File: config.mk
export PLATFORM = sky130hd
export DESIGN_NAME = fb_write_arbiter
export DESIGN_NICKNAME = d
export VERILOG_FILES = /design/src/rtl/fb_write_arbiter.sv
export SDC_FILE = /design/constraint.sdc
export NUM_CORES = 1
export LEC_CHECK = 0
export CELL_PAD_IN_SITES_DETAIL_PLACEMENT = 1
export CELL_PAD_IN_SITES_GLOBAL_PLACEMENT = 2
export CORE_ASPECT_RATIO = 1.4
export CORE_MARGIN = 4
export CORE_UTILIZATION = 20
export CTS_CLUSTER_SIZE = 28
export DETAILED_ROUTE_END_ITERATION = 8
export PLACE_DENSITY_LB_ADDON = 0.1
export SYNTH_ARGS = -nofsm -noshare
export SYNTH_HDL_FRONTEND = slang
export SYNTH_SLANG_ARGS = --single-unit
export TNS_END_PERCENT = 50
File: constraint.sdc
create_clock -name clk -period 2.09 [get_ports clk]
set_input_delay 0.209 -clock clk [delete_from_list [all_inputs] [get_ports clk]]
set_output_delay 0.209 -clock clk [all_outputs]
set_load 0.01 [all_outputs]
File: src/rtl/fb_write_arbiter.sv
// Frame-buffer write arbiter and fill engine.
// Grants one of NUM_CLIENTS requesters per cycle, steers its access onto the
// two BRAM frame buffers, runs a background range fill in idle cycles and
// applies double-buffer flips during vertical blanking.
module fb_write_arbiter #(
    parameter int NUM_CLIENTS = 4,
    parameter int ADDR_BITS   = 14,
    parameter int DATA_BITS   = 8,
    parameter int ARB_MODE    = 0
) (
    input  logic                             clk,
    input  logic                             reset,
    input  logic [NUM_CLIENTS-1:0]           client_busy,
    input  logic [NUM_CLIENTS*ADDR_BITS-1:0] client_addr,
    input  logic [NUM_CLIENTS*DATA_BITS-1:0] client_data,
    input  logic [NUM_CLIENTS-1:0]           client_we,
    output logic [NUM_CLIENTS-1:0]           client_grant,
    output logic [DATA_BITS-1:0]             fb_read_data,
    input  logic                             fill_start,
    input  logic [ADDR_BITS-1:0]             fill_base,
    input  logic [ADDR_BITS:0]               fill_len,
    input  logic [DATA_BITS-1:0]             fill_value,
    output logic                             fill_busy,
    output logic                             fill_done,
    input  logic                             flip_req,
    input  logic                             flip_write_buf,
    input  logic                             flip_display_buf,
    input  logic                             vblank,
    output logic                             flip_pending,
    output logic                             write_buffer,
    output logic                             display_buffer,
    output logic [ADDR_BITS-1:0]             fb_a_addr,
    output logic [ADDR_BITS-1:0]             fb_b_addr,
    output logic [DATA_BITS-1:0]             fb_a_data,
    output logic [DATA_BITS-1:0]             fb_b_data,
    output logic                             fb_a_we,
    output logic                             fb_b_we,
    input  logic [DATA_BITS-1:0]             fb_a_rdata,
    input  logic [DATA_BITS-1:0]             fb_b_rdata,
    output logic                             fb_busy
);

    localparam int IDX_W = (NUM_CLIENTS > 1) ? $clog2(NUM_CLIENTS) : 1;

    typedef enum logic [1:0] {
        FILL_IDLE = 2'd0,
        FILL_RUN  = 2'd1,
        FILL_DONE = 2'd2
    } fill_state_t;

    // Client index reached by stepping 'offset' places upward from 'base' with wrap.
    function automatic logic [IDX_W-1:0] wrap_idx(input logic [IDX_W-1:0] base, input int offset);
        int sum;
        sum = int'(base) + offset;
        if (sum >= NUM_CLIENTS) sum = sum - NUM_CLIENTS;
        return IDX_W'(sum);
    endfunction

    // ------------------------------------------------------------------
    // Arbitration
    // ------------------------------------------------------------------
    logic             any_busy;
    logic [IDX_W-1:0] owner_q, owner_d;
    logic             owner_valid_q, owner_valid_d;
    logic [IDX_W-1:0] ptr_q, ptr_d;
    logic             owner_hold;
    logic             owner_release;
    logic [IDX_W-1:0] owner_succ;
    logic [IDX_W-1:0] search_start;
    logic [IDX_W-1:0] fp_idx;
    logic [IDX_W-1:0] rr_idx;
    logic [IDX_W-1:0] grant_idx;

    // Pick the winner for this cycle under the configured priority mode.
    // NOTE: every signal gets a default at the top of an always_comb so no path leaves it unassigned (no latch).
    always_comb begin
        any_busy      = |client_busy;
        owner_hold    = owner_valid_q && client_busy[owner_q];
        owner_release = owner_valid_q && !client_busy[owner_q];
        owner_succ    = wrap_idx(owner_q, 1);
        // A releasing owner hands the search start to its successor in the same cycle.
        search_start  = owner_release ? owner_succ : ptr_q;

        // Downward scans leave the lowest index / smallest offset as the winner.
        fp_idx = '0;
        for (int i = NUM_CLIENTS - 1; i >= 0; i--) begin
            if (client_busy[i]) fp_idx = IDX_W'(i);
        end

        rr_idx = search_start;
        for (int i = NUM_CLIENTS - 1; i >= 0; i--) begin
            if (client_busy[wrap_idx(search_start, i)]) rr_idx = wrap_idx(search_start, i);
        end

        if (ARB_MODE == 0) begin
            grant_idx = fp_idx;
        end else begin
            grant_idx = owner_hold ? owner_q : rr_idx;
        end

        client_grant = '0;
        if (any_busy) client_grant[grant_idx] = 1'b1;
    end

    // Round-robin ownership: keep the winner, advance the pointer on release.
    always_comb begin
        owner_valid_d = any_busy;
        owner_d       = any_busy ? grant_idx : owner_q;
        ptr_d         = owner_release ? owner_succ : ptr_q;
    end

    // Round-robin owner and pointer registers.
    // NOTE: sequential state is updated with non-blocking assignments so all registers see pre-edge values.
    always_ff @(posedge clk or posedge reset) begin
        if (reset) begin
            owner_q       <= '0;
            owner_valid_q <= 1'b0;
            ptr_q         <= '0;
        end else begin
            owner_q       <= owner_d;
            owner_valid_q <= owner_valid_d;
            ptr_q         <= ptr_d;
        end
    end

    // ------------------------------------------------------------------
    // Fill engine
    // ------------------------------------------------------------------
    fill_state_t          fill_state_q, fill_state_d;
    logic [ADDR_BITS-1:0] fill_addr_q;
    logic [ADDR_BITS:0]   fill_rem_q;
    logic [DATA_BITS-1:0] fill_val_q;
    logic                 fill_buf_q;
    logic                 fill_write;
    logic                 fill_accept;

    // A start request is only taken from IDLE and with a non-zero length.
    assign fill_accept = (fill_state_q == FILL_IDLE) && fill_start && (fill_len != '0);

    // Fill state register.
    always_ff @(posedge clk or posedge reset) begin
        if (reset) begin
            fill_state_q <= FILL_IDLE;
        end else begin
            fill_state_q <= fill_state_d;
        end
    end

    // Fill next-state: finish on the write that consumes the last byte.
    always_comb begin
        fill_state_d = fill_state_q;
        case (fill_state_q)
            FILL_IDLE: if (fill_accept) fill_state_d = FILL_RUN;
            FILL_RUN:  if (fill_write && (fill_rem_q == (ADDR_BITS+1)'(1))) fill_state_d = FILL_DONE;
            FILL_DONE: fill_state_d = FILL_IDLE;
            default:   fill_state_d = FILL_IDLE;
        endcase
    end

    // Fill outputs: writes only steal cycles nobody else wants.
    always_comb begin
        fill_busy  = (fill_state_q == FILL_RUN);
        fill_done  = (fill_state_q == FILL_DONE);
        fill_write = fill_busy && !any_busy;
    end

    // Fill parameters latched at start; address wraps naturally at the top.
    always_ff @(posedge clk or posedge reset) begin
        if (reset) begin
            fill_addr_q <= '0;
            fill_rem_q  <= '0;
            fill_val_q  <= '0;
            fill_buf_q  <= 1'b0;
        end else if (fill_accept) begin
            fill_addr_q <= fill_base;
            fill_rem_q  <= fill_len;
            fill_val_q  <= fill_value;
            fill_buf_q  <= write_buffer;
        end else if (fill_write) begin
            fill_addr_q <= fill_addr_q + 1'b1;
            fill_rem_q  <= fill_rem_q - 1'b1;
        end
    end

    // ------------------------------------------------------------------
    // Buffer flip
    // ------------------------------------------------------------------
    logic flip_pending_q;
    logic req_write_q, req_display_q;
    logic write_buffer_q, display_buffer_q;
    logic flip_apply;

    // Flips wait for blanking and for any running fill to complete.
    assign flip_apply = vblank && flip_pending_q && !fill_busy;

    // Flip request latch and buffer-select registers; a coinciding request wins.
    always_ff @(posedge clk or posedge reset) begin
        if (reset) begin
            flip_pending_q   <= 1'b0;
            req_write_q      <= 1'b0;
            req_display_q    <= 1'b0;
            write_buffer_q   <= 1'b0;
            display_buffer_q <= 1'b0;
        end else if (flip_apply) begin
            flip_pending_q   <= 1'b0;
            write_buffer_q   <= flip_req ? flip_write_buf   : req_write_q;
            display_buffer_q <= flip_req ? flip_display_buf : req_display_q;
        end else if (flip_req) begin
            flip_pending_q   <= 1'b1;
            req_write_q      <= flip_write_buf;
            req_display_q    <= flip_display_buf;
        end
    end

    assign flip_pending   = flip_pending_q;
    assign write_buffer   = write_buffer_q;
    assign display_buffer = display_buffer_q;

    // ------------------------------------------------------------------
    // BRAM datapath
    // ------------------------------------------------------------------
    logic [ADDR_BITS-1:0] bus_addr;
    logic [DATA_BITS-1:0] bus_data;
    logic                 bus_we;
    logic                 bus_side;

    // Steer the granted client, else the fill engine; the bus is held quiet during reset.
    always_comb begin
        bus_addr = '0;
        bus_data = '0;
        bus_we   = 1'b0;
        bus_side = 1'b0;
        if (!reset) begin
            if (any_busy) begin
                bus_addr = client_addr[int'(grant_idx)*ADDR_BITS +: ADDR_BITS];
                bus_data = client_data[int'(grant_idx)*DATA_BITS +: DATA_BITS];
                bus_we   = client_we[grant_idx];
                bus_side = write_buffer_q;
            end else if (fill_write) begin
                bus_addr = fill_addr_q;
                bus_data = fill_val_q;
                bus_we   = 1'b1;
                bus_side = fill_buf_q;
            end
        end
    end

    assign fb_a_addr    = bus_addr;
    assign fb_b_addr    = bus_addr;
    assign fb_a_data    = bus_data;
    assign fb_b_data    = bus_data;
    assign fb_a_we      = bus_we && !bus_side;
    assign fb_b_we      = bus_we && bus_side;
    assign fb_read_data = write_buffer_q ? fb_b_rdata : fb_a_rdata;
    assign fb_busy      = any_busy | fill_busy | flip_pending_q;

endmodule

## Yosys cells after proc, flatten, opt, wreduce, memory -nomap -nowiden

Index checks and enable logic that the tools add are counted.
W data, S select, Z words.

| storage, ports and cells | value |
|---|---|
| flip-flop bits (word level) | 45 |
| input port bits | 156 |
| logic and storage cells | 75 |

| cells by class | value |
|---|---|
| add/sub/neg operators | 2 |
| multipliers | 1 |
| magnitude comparators | 2 |
| equality and inequality tests | 5 |
| shift-type cells | 2 |
| mux-type cells | 33 |
| bitwise gates (word level) | 2 |
| reduce and logical (&&, ||, !) cells | 18 |

Operator list:

| operator | count |
|---|---|
| $mux W14 | 5 |
| $shiftx A56 B7 Y14 | 1 |
| $mux W8 | 4 |
| $shiftx A32 B6 Y8 | 1 |
| $mux W15 | 2 |
| $eq A15 B1 Y1 const B | 1 |
| $reduce_bool A15 Y1 | 1 |
| $sub A15 B1 Y15 const B | 1 |
| $add A14 B1 Y14 const B | 1 |
| $mux W1 | 12 |
| $mux W2 | 6 |
| $logic_and A1 B1 Y1 | 9 |
| $mul A2 B3 Y5 const B | 1 |
| $mux W4 | 1 |
| $pmux W2 S2 | 1 |
| $reduce_bool A2 Y1 | 2 |
| $reduce_or A4 Y1 | 1 |
| $logic_not A1 Y1 | 3 |
| $lt A2 B3 Y1 const B | 1 |
| $bmux W1 S2 | 1 |
| $demux W1 S2 | 1 |
| $eq A2 B1 Y1 const B | 1 |
| $eq A2 B2 Y1 const B | 1 |
| $ge A2 B1 Y1 const B | 1 |
| 5 further kinds | 6 |

## Longest topological paths before layout

Gate-level depths: netlist of the first run.

| logic depth | value |
|---|---|
| depth in word-level cells | 9 |
| depth in mapped cells | 8 |
| gate-level depth less buffers | 7 |

## Least setup slack after synthesis of the first run

No wires, ideal clock.

| timing | value |
|---|---|
| path type | input to output |
| start point | input client_busy[1] |
| end point | output fb_b_addr[5] |
| arrival time | 1.743 ns |
| setup slack | 0.138 ns |
| stages on the path | 8 |
| buffers on the path | 4 |
| cell sequence | or4_4 -> buf_6 -> nor2_8 -> buf_6 -> buf_4 -> nand2_1 -> a21oi_1 -> buf_4 |

| between the ends | value |
|---|---|
| longest elaborated chain between the ends | 6 |

RTL lines:

| item | RTL line | text |
|---|---|---|
| start: declaration | 13 | `input logic [NUM_CLIENTS-1:0] client_busy,` |
| $mux W2 / $reduce_or A4 Y1 (equally long branches) | 87, 77 |  |
| $mux W2 / $logic_not A1 Y1 (equally long branches) | 87, 164 |  |
| $mul A2 B3 Y5 / $logic_and A1 B1 Y1 (equally long branches) | 235, 164 |  |
| $shiftx A56 B7 Y14 / $mux W14 (equally long branches) | 235, 239 |  |
| $mux W14 * | 234 | `if (any_busy) begin` |
| $mux W14 * | 233 | `if (!reset) begin` |
| end: declaration | 33 | `output logic [ADDR_BITS-1:0] fb_b_addr,` |

Mark *: on every way between the ends. The rest lies on a longest branch, timed or not.

## Final worst setup path of the first run

| timing | value |
|---|---|
| start point | input client_busy[1] |
| end point | output fb_a_addr[1] |

| between the ends | value |
|---|---|
| longest elaborated chain between the ends | 6 |

RTL lines:

| item | RTL line | text |
|---|---|---|
| $mux W2 / $reduce_or A4 Y1 (equally long branches) | 87, 77 |  |
| $mux W2 / $logic_not A1 Y1 (equally long branches) | 87, 164 |  |
| $mul A2 B3 Y5 / $logic_and A1 B1 Y1 (equally long branches) | 235, 164 |  |
| $shiftx A56 B7 Y14 / $mux W14 (equally long branches) | 235, 239 |  |
| $mux W14 * | 234 |  |
| $mux W14 * | 233 |  |
| end: declaration | 32 | `output logic [ADDR_BITS-1:0] fb_a_addr,` |

Marked as above.

==> metrics.md, run 1 <==
| Metric | Value |
|---|---|
| Crit-path max cell delay | `0.58 ns` |
| Slew at the pin with the worst max-slew slack | `0.462 ns` |
| Seq/Total Area, Yosys | `31.1%` |
| Max IR drop VDD | `0.000402 V` |
| Synth Cell Area | `3620 um^2` |
| Data arrival, critical path | `1.85 ns` |
| Final Hold Fails | `0` |
| Worst Reg2Reg Path Length in Cells | `6` |
| Cell taking the most area after synthesis | `dfrtp_1` |
| Die area | `20,300 um^2` |
| Top FF cell, synth | `dfrtp_1` |
| Routability cong. | `0.765` |
| Max cap viols | `0` |
| Min Tclk post-route | `2.06 ns` |
| Layout net count | `846` |
| First-pass GRT wire length | `27.2 mm` |
| Boundary Pins | `220` |
| Via count | `4,295` |
| Post-synth top area share | `31.1%` |
| Port Buf Inserts | `219` |
| Cell Chain, Critical Path | `dlygate4sd2_1 -> or4_4 -> nor2_8 -> bufbuf_16 -> nand2_1 -> a21oi_2 -> buf_2` |
| Syn avg cell area | `8.10 um^2` |
| Fmax | `486 MHz` |
| Die Y | `167 um` |
| Initial core utilization | `20.6%` |
| Initial antenna violation count | `0` |
| CTS Root Cell | `clkbuf_16` |
| Hold_buf cts | `0` |
| Pin count of the biggest net entering global routing | `26` |
| Routed WL per cell | `18.9 um` |
| Worst-skew pair later-pin latency | `0.29 ns` |
| CP Max Fanout | `6` |
| Grt ovf | `0` |
| Status | `finished clean` |
| Worst hold stages | `3` |
| Rel. slew slack | `69.1%` |
| Htree depth | `2` |
| Synth warn | `0` |
| Commonest cells post-synth | `nand2_1, dfrtp_1, o21ai_0, a21oi_1, mux2_2` |
| RSZ-0062 raised after global routing | `yes` |
| Final period utilization | `98.4%` |
| Synth unique cells | `45` |
| Crit start category | `primary input` |
| CTS tree | `yes` |
| Post-synth ARST share | `100%` |
| Placement Cell Area | `6320 um^2` |
| Final setup viols | `0` |
| Critical Path Slowest Stage Cell | `or4_4` |
| Layout area overhead | `81.5%` |
| Worst-path clk slew | `0.06 ns` |
| Gr usage total | `16.8%` |
| Syn Inst Count | `447` |
| Standard-cell rows | `57` |
| Number of diodes | `0` |
| Iter 0 DRT Violations | `163` |
| Crit path capture type | `primary output` |
| Setup Skew | `0.00591 ns` |
| Most common cell in the synthesized netlist | `nand2_1` |
| Final ANT Viol Nets | `0` |
| # clock sinks | `45` |
| TritonRoute pass-1 iters | `4` |
| Half-perimeter wire length after placement | `14.2 mm` |
| CTS buffer count | `5` |
| Vias per inst | `4.65` |
| Util after Layout | `37.5%` |
| Largest cells by area after synthesis | `dfrtp_1, mux2_2, nand2_1` |
| DRC viols | `0` |
| DIE WIDTH | `122 um` |
| Layout cell share with drive strength beyond 1 | `33.2%` |
| Critical path type | `in2out` |
| Static Leak | `2.72 nW` |
| Post-synth EDFFs | `0` |
| Total Wirelength | `17.4 mm` |
| Vias in the first global route | `4,782` |
| Clock tree buffer depth | `2` |
| Syn_nets | `606` |
| PwrDens | `723 nW/um^2` |
| Flops & latches, synth | `45` |
| Critical Path RT | `1.88 ns` |
| Core Footprint | `17,500 um^2` |
| Post-route cell area | `6570 um^2` |
| HP Class | `in2reg` |
| Slew Limit Fails | `0` |
cells in the final DEF, fill, tap and decap left out, drive strengths merged, types with 3 or more instances in the layout:
| master | instances |
|---|---|
| xnor2 | 3 |
| nor4 | 7 |
| nor3 | 7 |
| clkdlybuf4s50 | 168 |
| nand4 | 6 |
| a221o | 3 |
| buf | 112 |
| a22oi | 6 |
| ha | 3 |
| clkbuf | 6 |
| nand2 | 81 |
| or4 | 3 |
| mux2i | 3 |
| inv | 10 |
| or3 | 3 |
| o221a | 22 |
| o21ai | 44 |
| a21oi | 37 |
| nand3 | 16 |
| dfrtp | 45 |
| and3 | 5 |
| o211ai | 6 |
| nor2 | 24 |
| nor2b | 5 |
| xor2 | 3 |
| a31oi | 3 |
| mux2 | 32 |
critical path: cells and delay by family:
family | cells | cell delay [ns]
AO/OA/AOI/OAI | 1 | 0.18
buffers and inverters | 3 | 0.67
AND/OR/NAND/NOR | 3 | 0.79
path summary, 6_finish.rpt:
path | from | to | slack (ns)
max in group asynchronous | reset | fill_rem_q[7] | 1.00
setup / recovery | client_busy[1] | fb_a_addr[1] | 0.03
hold reg to reg | fill_buf_q | fill_buf_q | 0.47
hold / removal | fill_value[7] | fill_val_q[7] | 0.45
min in group asynchronous | reset | fill_val_q[0] | 0.79
setup reg to reg | fill_addr_q[0] | fill_addr_q[10] | 0.26
routing by layer:
layer	wire (um)	GRT usage, %	share of wire, %	vias to the layer above
met1	7090	19.6	41	2077
met3	981	2.94	5.6	14
li1	-	-	-	2082
met4	219	3.41	1.3	0
met2	9130	31.6	52	122
met5	0	0	0	-
registers in the layout, indices dropped and copies added (netlist names), 2 cells and up:
signal / flops
fill_val_q: 8
fill_state_q: 2
fill_rem_q: 15
fill_addr_q: 14
metrics by stage:
stage	total power, mW	TNS [ns]	cells	setup WS (ns)	hold slack, ns
6_report	4.75	0	923	0.0334	0.445
5_1_grt	5.14	-0.200	923	-0.0385	0.446
4_1_cts	4.80	-0.00163	923	-0.00163	0.439
3_5_place_dp	3.85	-34.15	910	-0.616	0.464
3_3_place_gp	3.82	-32.68	910	-0.582	0.449
2_1_floorplan	2.69	0	447	0.138	0.314
logic make-up after synthesis:
logic type	count (synthesis)	synth area share, %
and+or+nand+nor	166	21.7
DFF	45	31.1
xor gates and xnor gates	6	1.45
muxes	35	10.8
adders and majority gates	3	1.04
AOI/OAI and AO/OA	129	23.8
buffers and inverters	63	10.1
cell type report:
| class | count | area (um^2) |
|---|---|---|
| Fill cell | 2104 | 11000 |
| Timing Repair Buffer | 286 | 2640 |
| Multi-Input combinational cell | 339 | 2320 |
| Sequential cell | 45 | 1130 |
| Tap cell | 236 | 295 |
| Clock buffer | 5 | 125 |
| Inverter | 10 | 37.5 |
| Clock inverter | 2 | 35.0 |
power by group:
part	switching, mW	internal (mW)
clock	0.345	0.556
sequential	0.444	1.25
combinational	0.975	1.18
what timing repair did:
item / CTS / global route
resized for setup: 246 / 27
endpoints found under the setup margin: 61 / 40
buffers inserted: 5 / 1
hold endpoints to repair: 0 / 0
pin swaps: 16 / 12
cloned: 2 / 0
No activity file was read; power rests on OpenSTA's default activity.
==> run 2: changes to the inputs <==
--- a/config.mk
+++ b/config.mk
@@ -13,7 +13,7 @@
 export CTS_CLUSTER_SIZE = 28
 export DETAILED_ROUTE_END_ITERATION = 8
 export PLACE_DENSITY_LB_ADDON = 0.1
+export SLEW_MARGIN = 20
 export SYNTH_ARGS = -nofsm -noshare
 export SYNTH_HDL_FRONTEND = slang
 export SYNTH_SLANG_ARGS = --single-unit
-export TNS_END_PERCENT = 50
==> run 2 against run 1 <==
Routed wire length is 0.17% lower. Power hardly changed. Register-to-register slack hardly changed. First-iteration DRC count is 8.6% higher. Setup slack better by 0.044 ns. Global-route usage stayed put. Sequential share of layout area hardly changed. Core utilization hardly changed. Final area hardly changed. Fmax is 2.2% higher. Sequential cell count stayed put. Critical endpoint unchanged. Largest power group unchanged. Highest routed layer unchanged.
==> metrics.md, run 2 (synthesis gave the netlist of run 1 again) <==
| Metric | Value |
|---|---|
| WL met2 | `9.15 mm` |
| PwrDens | `723 nW/um^2` |
| Max reg flops | `15` |
| Number of diodes | `0` |
| Standard-cell rows | `57` |
| Placed insts | `910` |
| Rel. slew slack | `68.5%` |
| Met3 WL | `987 um` |
| Biggest regs | `fill_rem_q x15, fill_addr_q x14, fill_val_q x8` |
| Setup Skew | `0.00489 ns` |
| # clock sinks | `45` |
| Half-perimeter wire length after placement | `14.2 mm` |
| Post-Place Worst Slack | `-0.616 ns` |
| Grt ovf | `0` |
| Htree depth | `2` |
| Boundary Pins | `220` |
| Max cap viols | `0` |
| RSZ-0062 raised after global routing | `no` |
| Final period utilization | `96.3%` |
| Initial antenna violation count | `0` |
| Total Wirelength | `17.4 mm` |
| Iter 0 DRT Violations | `177` |
| Max IR drop VDD | `0.000401 V` |
| Core Footprint | `17,500 um^2` |
| Critical Path RT | `1.88 ns` |
| Placement Cell Area | `6320 um^2` |
| Vias in the first global route | `4,782` |
| Critical path type | `in2out` |
| CTS Root Cell | `clkbuf_16` |
| Die Y | `167 um` |
| Worst-path clk slew | `0.06 ns` |
| Top reg by flops | `fill_rem_q` |
| Die area | `20,300 um^2` |
| Crit start category | `primary input` |
| Post-route cell area | `6570 um^2` |
| Slew at the pin with the worst max-slew slack | `0.471 ns` |
| Clock tree buffer depth | `2` |
| Vias per inst | `4.65` |
| Layout area overhead | `81.5%` |
| Gr usage total | `16.8%` |
| Post-route non-filler standard cell count | `923` |
| Total Power | `4.75 mW` |
| TritonRoute pass-1 iters | `4` |
| Post-route setup TNS | `0 ns` |
| Commonest cells after routing, fill and taps aside | `clkdlybuf4s50_1, nand2_1, buf_4` |
| CTS buffer count | `5` |
| Worst-skew pair later-pin latency | `0.29 ns` |
| Routed WL per cell | `18.8 um` |
| Status | `finished clean` |
| Static Leak | `2.72 nW` |
| Layout net count | `846` |
| Port Buf Inserts | `219` |
| HP Class | `in2reg` |
| Via count | `4,294` |
| DIE WIDTH | `122 um` |
| Slew Limit Fails | `0` |
| Met1 WL | `7.06 mm` |
| Initial core utilization | `20.6%` |
| Data arrival, critical path | `1.80 ns` |
| Final Hold Fails | `0` |
| Final worst slack | `0.0776 ns` |
| Layout cell share with drive strength beyond 1 | `32.9%` |
| CP Max Fanout | `6` |
| First-pass GRT wire length | `27.2 mm` |
| Most common library cell in the layout ignoring fill and taps | `clkdlybuf4s50_1` |
| Top Metal Used | `met4` |
| Pin count of the biggest net entering global routing | `26` |
| Fmax | `497 MHz` |
| Routability cong. | `0.765` |
| Min Tclk post-route | `2.01 ns` |
| DRC viols | `0` |
| CTS tree | `yes` |
| Crit path capture type | `primary output` |
| Final setup viols | `0` |
| Final ANT Viol Nets | `0` |
-- run 2: cell types whose count changed in the layout (fill, tap and decap cells not counted), sizes merged --
cell	change
dlygate4sd2	-1
clkdlybuf4s15	+1
-- run 2: cell type report --
| class | instances | area [um^2] |
|---|---|---|
| inverters | 10 | 37.5 |
| multi-input cells | 339 | 2310 |
| repair buffers | 286 | 2640 |
| fillers | 2101 | 11000 |
| clock buffers | 5 | 125 |
| well taps | 236 | 295 |
| clock inverters | 2 | 35.0 |
| flip-flops and latches | 45 | 1130 |
-- run 2: path summary, 6_finish.rpt --
| path | startpoint | endpoint | slack [ns] | cells past startpoint |
|---|---|---|---|---|
| setup / recovery | client_busy[1] | fb_a_addr[1] | 0.08 | 7 |
| hold / removal | fill_value[7] | fill_val_q[7] | 0.44 | 3 |
| setup reg to reg | fill_state_q[0] | fill_rem_q[7] | 0.27 | 10 |
| hold reg to reg | fill_buf_q | fill_buf_q | 0.47 | 2 |
| max in group asynchronous | reset | fill_rem_q[7] | 1.00 | 4 |
| min in group asynchronous | reset | fill_val_q[0] | 0.80 | 4 |
-- run 2: what timing repair did --
item | in CTS | in global routing
hold buffers | 0 | 0
setup buffers | 5 | 1
cloned | 2 | 0
resized for setup | 247 | 25
endpoints found under the setup margin | 61 | 40
pin swaps | 16 | 13
-- run 2: worst max-delay path, cell delays in order --
cell	delay, ns
clkdlybuf4s15_1	0.18
or4_4	0.58
nor2_8	0.15
bufbuf_16	0.27
nand2_1	0.07
a21oi_2	0.18
buf_2	0.16
-- run 2: metrics by stage --
stage,utilization (%),hold slack [ns]
final,37.4,0.444
after floorplan,-,0.314
after CTS,37.4,0.439
after global routing,37.4,0.446
after global placement,36.1,0.449
after detailed placement,36.1,0.464
-- run 2: layer usage --
layer  track usage (%)  vias to the layer above
met5                 0                        -
met2              31.6                      122
met3              2.94                       12
met4              3.41                        0
met1              19.6                     2078
li1                  -                     2082
-- run 2: where the power goes --
| group | switching [mW] | internal, mW | leakage, nW |
|---|---|---|---|
| registers | 0.440 | 1.25 | 0.566 |
| logic | 0.974 | 1.18 | 2.07 |
| clock network | 0.349 | 0.556 | 0.0797 |
| total | 1.76 | 2.99 | 2.72 |
==> run 3: changes to the inputs <==
--- a/config.mk
+++ b/config.mk
@@ -7,9 +7,8 @@
 export LEC_CHECK = 0
 export CELL_PAD_IN_SITES_DETAIL_PLACEMENT = 1
 export CELL_PAD_IN_SITES_GLOBAL_PLACEMENT = 2
-export CORE_ASPECT_RATIO = 1.4
 export CORE_MARGIN = 4
-export CORE_UTILIZATION = 20
+export CORE_UTILIZATION = 21
 export CTS_CLUSTER_SIZE = 28
 export DETAILED_ROUTE_END_ITERATION = 8
 export PLACE_DENSITY_LB_ADDON = 0.1
==> constraint.sdc (replaced) <==
create_clock -name clk -period 2.6 [get_ports clk]
set_input_delay 0.26 -clock clk [delete_from_list [all_inputs] [get_ports clk]]
set_output_delay 0.26 -clock clk [all_outputs]
set_load 0.01 [all_outputs]
==> run 3 against run 2 <==
Cell count fell by 5.7%. Via count down 2.2%. Final area fell by 6.1%. Non-clock buffer count is 38 lower. Global-route usage down 0.15 points. Combinational power down 28%. Core utilization decreased by 0.64 points. Largest cell class unchanged.
==> metrics.md, run 3 (synthesis gave the netlist of run 1 again) <==
| Metric | Value |
|---|---|
| Status | `finished clean` |
| Crit start category | `primary input` |
| Final ANT Viol Nets | `0` |
| Grt ovf | `0` |
| Max reg flops | `15` |
| Total Power | `3.63 mW` |
| Critical Path Slowest Stage Cell | `or4_4` |
| Final period utilization | `96.5%` |
| CTS buffer count | `5` |
| Port Buf Inserts | `219` |
| DIE WIDTH | `139 um` |
| Final worst slack | `0.0901 ns` |
| Rel. slew slack | `63.2%` |
| Layout area overhead | `70.4%` |
| Setup Skew | `0.00659 ns` |
| Standard-cell rows | `47` |
| Worst-path clk slew | `0.06 ns` |
| Static Leak | `2.55 nW` |
| Worst path top cell family by delay | `buffers and inverters` |
| Crit path capture type | `primary output` |
| Min Tclk post-route | `2.51 ns` |
| Final Hold Fails | `0` |
| Register area | `1130 um^2` |
| Crit path buf inv count | `4` |
| Data arrival, critical path | `2.25 ns` |
| Gr usage total | `16.6%` |
| Slew Limit Fails | `0` |
| Fmax | `398 MHz` |
| Total Wirelength | `16.9 mm` |
| Flop pwr share | `37.5%` |
| Vias in the first global route | `4,499` |
| Top reg by flops | `fill_rem_q` |
| Combinational share of power | `42.8%` |
| Boundary Pins | `220` |
| Clock tree buffer depth | `2` |
| Initial antenna violation count | `2` |
| First-pass GRT wire length | `26.4 mm` |
| Vias per inst | `4.83` |
| DRC viols | `0` |
| P_sw | `1.35 mW` |
| Routability cong. | `0.842` |
| Layout net count | `808` |
| Hold_ws | `0.450 ns` |
| Max cap viols | `0` |
| Iter 0 DRT Violations | `146` |
| CP Max Fanout | `7` |
| Post-Place Worst Slack | `-0.233 ns` |
| Most common library cell in the layout ignoring fill and taps | `clkdlybuf4s50_1` |
| Slew at the pin with the worst max-slew slack | `0.551 ns` |
| Fillers | `2,000` |
| Cell Chain, Critical Path | `clkdlybuf4s50_1 -> buf_4 -> or4_4 -> nor2_8 -> buf_4 -> nand2_1 -> a21oi_1 -> dlygate4sd2_1` |
| TritonRoute pass-1 iters | `4` |
| Clk network pwr share | `19.7%` |
| # clock sinks | `45` |
| Multi-input gate area | `2160 um^2` |
| Crit-path max cell delay | `0.48 ns` |
| Htree depth | `2` |
| Layout cell share with drive strength beyond 1 | `16.2%` |
| Initial core utilization | `21.6%` |
| Critical path type | `in2out` |
| Sw Ratio | `37.1%` |
| Most frequent cell on the critical path | `buf_4` |
| Hold_buf cts | `0` |
| CTS tree | `yes` |
| Die Y | `139 um` |
| Via count | `4,200` |
| Biggest regs | `fill_rem_q x15, fill_addr_q x14, fill_val_q x8` |
| Internal power | `2.28 mW` |
| HP Class | `in2async` |
| PwrDens | `588 nW/um^2` |
| Critical Path RT | `2.34 ns` |
| Half-perimeter wire length after placement | `13.5 mm` |
| Max IR drop VDD | `0.000314 V` |
| Worst-skew pair later-pin latency | `0.28 ns` |
| Placement Cell Area | `6030 um^2` |
| Post-route cell area | `6170 um^2` |
| Pin count of the biggest net entering global routing | `39` |
| CTS Root Cell | `clkbuf_16` |
| Setup Buffers After CTS | `0` |
| Core Footprint | `16,800 um^2` |
| Commonest cells after routing, fill and taps aside | `clkdlybuf4s50_1, nand2_1, dlygate4sd2_1` |
| Final setup viols | `0` |
| Routed WL per cell | `19.4 um` |
| Die area | `19,400 um^2` |
## run 3: changes by cell type in the layout (fill, tap and decap cells not counted), sizes merged
cell / before / now
buf: 112 / 29
dlygate4sd2: 1 / 46
clkdlybuf4s50: 168 / 171
clkdlybuf4s15: 3 / 1
bufbuf: 1 / 0
diode: 0 / 1
## run 3: cell type report
type | count | share of cell area, %
diodes | 1 | 0.0406
clock buffers | 5 | 2.03
clock inverters | 2 | 0.568
inverters | 10 | 0.608
multi-input cells | 339 | 35.1
flip-flops and latches | 45 | 18.3
well taps | 220 | 4.46
repair buffers | 248 | 39.0
## run 3: per-layer routing
metal  global-route usage (%)  routed length (um)  up-vias
li1                         -                   -     2000
met1                     22.6                7930     2043
met2                     28.2                8020      144
met3                     2.88                 779       11
met4                     2.78                 143        2
met5                        0                  13        -
## run 3: worst min-delay path, stage by stage
cell and delay [ns]:
clkdlybuf4s50_1 0.40, buf_4 0.23, inv_2 0.19
## run 3: final timing paths
path	slack (ns)	startpoint	endpoint	cells past startpoint
max in group asynchronous	1.39	reset	fill_rem_q[2]	4
max reg2reg	0.50	fill_state_q[1]	fill_addr_q[13]	7
min reg2reg	0.49	fill_val_q[4]	fill_val_q[4]	2
max	0.09	client_busy[3]	fb_b_data[4]	8
min in group clk	0.49	fill_val_q[4]	fill_val_q[4]	2
min	0.45	reset	fill_addr_q[12]	3
## run 3: repair_timing
| item | 4_1_cts | 5_1_grt |
|---|---|---|
| pin swaps | 1 | 0 |
| gates resized for setup | 59 | 9 |
| setup endpoints to repair | 47 | 35 |
## run 3: through the flow
step / cells / setup TNS [ns] / util, %
after global routing: 870 / -0.214 / 36.8
final: 870 / 0 / 36.8
after detailed placement: 862 / -8.26 / 36.0
after CTS: 869 / 0 / 36.7
after global placement: 862 / -6.40 / 36.0
after floorplan: 447 / 0 / -
## run 3: power groups by stage
stage | Sequential [mW] | Combinational [mW] | Clock [mW]
final | 1.36 | 1.55 | 0.714
after floorplan | 1.24 | 0.925 | 0
after global placement | 1.37 | 1.58 | 0
after global routing | 1.42 | 1.73 | 0.764
after CTS | 1.36 | 1.57 | 0.740
after detailed placement | 1.37 | 1.61 | 0
